File: config.mk
export PLATFORM = sky130hd
export DESIGN_NAME = debug_arbiter
export DESIGN_NICKNAME = d
export VERILOG_FILES = /design/src/rtl/debug_arbiter.sv
export SDC_FILE = /design/constraint.sdc
export NUM_CORES = 1
export LEC_CHECK = 0
export CAP_MARGIN = 20
export CORE_AREA = 2 2 173 175
export DETAILED_ROUTE_END_ITERATION = 7
export DIE_AREA = 0 0 175 177
export PLACE_DENSITY_LB_ADDON = 0.08
export SYNTH_ARGS = -nofsm -noshare
export SYNTH_HDL_FRONTEND = slang
export SYNTH_SLANG_ARGS = --single-unit
export TNS_END_PERCENT = 5
File: constraint.sdc
create_clock -name clk_i -period 1.9 [get_ports clk_i]
set_input_delay 0.285 -clock clk_i [delete_from_list [all_inputs] [get_ports clk_i]]
set_output_delay 0.285 -clock clk_i [all_outputs]
set_load 0.005 [all_outputs]
File: src/rtl/debug_arbiter.sv
// Two-master round-robin arbiter in front of a single debug slave, one transaction outstanding.
// Optional response timeout is compiled in when DEBUG_ARB_TIMEOUT_EN is defined.
module debug_arbiter #(
    parameter int unsigned ADDR_WIDTH     = 15,
    parameter int unsigned DATA_WIDTH     = 65,
    parameter int unsigned TIMEOUT_CYCLES = 16
) (
    input  logic                  clk_i,
    input  logic                  rst_ni,
    input  logic                  m0_req_i,
    input  logic [ADDR_WIDTH-1:0] m0_addr_i,
    input  logic                  m0_we_i,
    input  logic [DATA_WIDTH-1:0] m0_wdata_i,
    output logic                  m0_gnt_o,
    output logic                  m0_rvalid_o,
    output logic [DATA_WIDTH-1:0] m0_rdata_o,
    input  logic                  m1_req_i,
    input  logic [ADDR_WIDTH-1:0] m1_addr_i,
    input  logic                  m1_we_i,
    input  logic [DATA_WIDTH-1:0] m1_wdata_i,
    output logic                  m1_gnt_o,
    output logic                  m1_rvalid_o,
    output logic [DATA_WIDTH-1:0] m1_rdata_o,
    output logic                  s_req_o,
    output logic [ADDR_WIDTH-1:0] s_addr_o,
    output logic                  s_we_o,
    output logic [DATA_WIDTH-1:0] s_wdata_o,
    input  logic                  s_gnt_i,
    input  logic                  s_rvalid_i,
    input  logic [DATA_WIDTH-1:0] s_rdata_i,
    output logic                  timeout_o
);

    typedef enum logic [1:0] {
        IDLE        = 2'd0,
        WAIT_GNT    = 2'd1,
        WAIT_RVALID = 2'd2
    } state_e;

    state_e state_q, state_d;
    logic   owner_q, owner_d;
    logic   ptr_q, ptr_d;

    logic                  any_req;
    logic                  win;
    logic                  sel;
    logic                  req_active;
    logic                  tmo;
    logic                  rsp_valid;
    logic [DATA_WIDTH-1:0] rsp_data;

    if (TIMEOUT_CYCLES < 2 || TIMEOUT_CYCLES > 255) begin : g_bad_timeout
        $error("debug_arbiter: TIMEOUT_CYCLES must be within 2..255");
    end

`ifdef DEBUG_ARB_TIMEOUT_EN
    localparam int unsigned CntWidth = 8;
    logic [CntWidth-1:0] cnt_q, cnt_d;
`endif

    // Winner selection and response muxing; the owner is live-arbitrated only in IDLE
    always_comb begin
        any_req    = m0_req_i | m1_req_i;
        win        = (m0_req_i & m1_req_i) ? ptr_q : m1_req_i;
        sel        = (state_q == IDLE) ? win : owner_q;
        req_active = ((state_q == IDLE) & any_req) | (state_q == WAIT_GNT);
`ifdef DEBUG_ARB_TIMEOUT_EN
        tmo        = (state_q == WAIT_RVALID) & ~s_rvalid_i
                     & (cnt_q == CntWidth'(TIMEOUT_CYCLES));
`else
        tmo        = 1'b0;
`endif
        rsp_valid  = (state_q == WAIT_RVALID) & (s_rvalid_i | tmo);
        rsp_data   = s_rvalid_i ? s_rdata_i : {DATA_WIDTH{1'b1}};
    end

    // Next-state logic
    always_comb begin
        state_d = state_q;
        owner_d = owner_q;
        ptr_d   = ptr_q;
`ifdef DEBUG_ARB_TIMEOUT_EN
        cnt_d   = ((state_q == WAIT_RVALID) && !rsp_valid) ? cnt_q + CntWidth'(1) : '0;
`endif
        case (state_q)
            IDLE: begin
                if (any_req) begin
                    owner_d = win;
                    if (s_gnt_i) begin
                        state_d = WAIT_RVALID;
                        ptr_d   = ~win;
                    end else begin
                        state_d = WAIT_GNT;
                    end
                end
            end
            WAIT_GNT: begin
                if (s_gnt_i) begin
                    state_d = WAIT_RVALID;
                    ptr_d   = ~owner_q;
                end
            end
            WAIT_RVALID: begin
                if (rsp_valid) begin
                    state_d = IDLE;
                end
            end
            default: state_d = IDLE;
        endcase
    end

    always_ff @(posedge clk_i or negedge rst_ni) begin
        if (!rst_ni) begin
            state_q <= IDLE;
            owner_q <= 1'b0;
            ptr_q   <= 1'b0;
`ifdef DEBUG_ARB_TIMEOUT_EN
            cnt_q   <= '0;
`endif
        end else begin
            state_q <= state_d;
            owner_q <= owner_d;
            ptr_q   <= ptr_d;
`ifdef DEBUG_ARB_TIMEOUT_EN
            cnt_q   <= cnt_d;
`endif
        end
    end

    // Outputs are forced low while reset is held
    always_comb begin
        s_req_o     = rst_ni & req_active;
        s_addr_o    = s_req_o ? (sel ? m1_addr_i  : m0_addr_i)  : '0;
        s_we_o      = s_req_o & (sel ? m1_we_i : m0_we_i);
        s_wdata_o   = s_req_o ? (sel ? m1_wdata_i : m0_wdata_i) : '0;
        m0_gnt_o    = s_req_o & s_gnt_i & ~sel;
        m1_gnt_o    = s_req_o & s_gnt_i & sel;
        m0_rvalid_o = rst_ni & rsp_valid & ~owner_q;
        m1_rvalid_o = rst_ni & rsp_valid & owner_q;
        m0_rdata_o  = m0_rvalid_o ? rsp_data : '0;
        m1_rdata_o  = m1_rvalid_o ? rsp_data : '0;
        timeout_o   = rst_ni & tmo;
    end

endmodule

==> flow_summary.json <==
{
  "status": "finished with violations",
  "violations": "negative setup slack",
  "synth_top_cell_area_share_pct": 18.9,
  "overflow": 0,
  "power_switching_share_pct": 45.3,
  "clk_latency_ps": 230,
  "drt-total-wl_um": 31000,
  "finalHoldViolCount": 0,
  "boundaryPins": 450,
  "antenna_left": 0,
  "ys_seq_area_share_pct": 2.69,
  "placedCellCount": 1487,
  "async_flop_share_pct": 100,
  "clock.fmax_mhz": 467,
  "clock-sinks": 4,
  "num-fill-cells": 3248,
  "syn_area_um2": 3710,
  "dieArea_um2": 31000,
  "dp_hpwl_um": 22500,
  "power_leakage_nw": 4.05,
  "rsz0062_at_grt": "true",
  "ys.warnings.count": 0,
  "synth_top_cell_by_area": "o311ai_1",
  "drt-initial-drc-count": 287,
  "yosys-top-cells-area": "o311ai_1, a31oi_1, nand4_1",
  "coreArea_um2": 29200,
  "seqPwrFrac_pct": 2.8,
  "first_pass_iters": 5,
  "p_comb_share_pct": 90.9,
  "start_kind": "flop",
  "vias": 7200,
  "r2r-start": "state_q[0]",
  "htreeDepth": 1,
  "cts_buffer_depth": 2,
  "cts_tree": "done",
  "ys_seq_elements": 4,
  "synth-main-ff-cell": "dfrtp_1",
  "report.power.total_mw": 5.27,
  "min_period_ps": 2140,
  "period_share_pct": 113,
  "cp.required_ps": 1620,
  "grt_use_total_pct": 18.2,
  "crit_type": "reg2out",
  "place_congestion": 0.817,
  "synth_commonest_cells": "nor2_1, a31oi_1, nand2_1, nand4_1, o311ai_1",
  "grt_pass1_wl_um": 44100,
  "switchingPower_mw": 2.39,
  "port_buffers": 448,
  "instances_no_fill": 1529,
  "crit_path_max_fanout": 6,
  "drc_errors": 0,
  "setup.worst_path.start": "state_q[0]",
  "skew_ps": 1.28,
  "hold_buffers": 0,
  "drive_above_1_share_pct": 39.1,
  "yosysMostFrequentCell": "nor2_1",
  "cts_made_buffers": 3,
  "die-width_um": 175,
  "synthCells": 654,
  "clk_pin_slew_worst_paths_ps": 30,
  "worst_slack_ps": -240,
  "rows": 63,
  "internal-power_mw": 2.88,
  "crit_path_end_kind": "output pin",
  "antenna_found_initial": 3,
  "power_density_nw_per_um2": 550,
  "maxSlewViolCount": 0,
  "vias_per_cell": 4.71,
  "wl_per_cell_um": 20.3,
  "synth_cell_types": 29,
  "grt_max_degree": 66,
  "clkPwrFrac_pct": 6.3,
  "ir_worst_vdd_mv": 0.249,
  "avgSynthCellArea_um2": 5.68,
  "root_buffer": "clkbuf_16",
  "hold_path_class": "in2async",
  "syn_to_final_growth_pct": 158,
  "die_h_um": 177,
  "maxCapViolCount": 0,
  "nNetsFinal": 1372,
  "cp.arrival_ps": 1860,
  "synth_edf_count": 0,
  "setup_violations": 153,
  "syn-num-nets": 887,
  "grt_pass1_vias": 7064,
  "start_util_pct": 12.7
}
==> placed cells by master, fill, tap and decap left out, drive strengths merged, types with 2 or more instances in the layout <==
master and instances:
buf 290, clkdlybuf4s50 228, nor2 131, a31oi 83, nand4 82, nand2 82, o311ai 81, nor2b 67
clkdlybuf4s15 35, clkbuf 28, dfrtp 4, inv 4, nand3 3, diode 2, nor3b 2, dlygate4sd2 2
nand2b 2
==> power groups by stage <==
stage	clock, mW	sequential [mW]	combinational (mW)
3_5_place_dp	0	0.142	4.33
3_3_place_gp	0	0.142	4.36
4_1_cts	0.340	0.145	4.67
2_1_floorplan	0	0.131	1.77
6_report	0.333	0.145	4.79
5_1_grt	0.347	0.149	5.12
==> kinds of logic (layout without fill, tap and decap cells) <==
group / count (synthesis) / in the layout / share of synthesized area [%]
AO/OA/AOI/OAI: 168 / 168 / 34.0
buffers and inverters: 107 / 589 / 14.3
flip-flops: 4 / 4 / 2.69
multiplexers: 1 / 1 / 0.303
other: 1 / 3 / 0.101
AND/OR/NAND/NOR: 373 / 374 / 48.6
==> stage by stage <==
step	TNS, ps	area, um2	worst slack [ps]	hold WS, ps	utilization, %
2_1_floorplan	0	3710	271	-10.6	-
3_3_place_gp	-108220	9380	-627	599	32.1
3_5_place_dp	-105630	9380	-643	595	32.1
4_1_cts	-29750	9650	-407	333	33.0
5_1_grt	-34580	9580	-321	341	32.8
6_report	-18720	9580	-240	326	32.8
==> registers in the layout, summed over array words and instances, names as in the netlist <==
name and cells:
owner_q 1, state_q 2, ptr_q 1
==> per-layer routing <==
metal  global-route usage, %  up-vias  share of wire [%]
met4                    3.33        2                1.6
met5                       0        -              0.042
met2                    34.5      362                 53
li1                        -     3448                  -
met3                    4.66       34                8.2
met1                    20.6     3354                 37
==> what timing repair did <==
item                                    in CTS  in global routing
setup buffers                               17                  8
gates resized for setup                    719                216
pin swaps                                   62                 75
cloned                                       8                  5
endpoints found under the setup margin     216                209
==> final timing paths <==
path,depth (start not counted),end,slack (ps)
max in group asynchronous,2,state_q[0],1440
worst min register to register,1,ptr_q,610
worst min-delay path,2,state_q[1],330
min in group clk_i,2,state_q[1],350
worst max register to register,4,ptr_q,300
worst max-delay path,8,s_addr_o[9],-240
==> critical path: stages, from the launching register on <==
cell	delay (ps)
dfrtp_2	450
buf_6	150
o21ai_4	160
buf_6	150
buf_6	110
buf_16	110
o311ai_2	120
a31oi_2	230
buf_2	140
==> final cells by class <==
cell class	count	area (um2)	area share, %
well taps	390	488	5.09
repair buffers	581	5460	57.0
inverters	5	25.0	0.261
diodes	2	5.00	0.0522
multi-input cells	544	3430	35.8
clock buffers	3	75.1	0.783
flip-flops and latches	4	101	1.06
No activity file was read; power rests on OpenSTA's default activity.
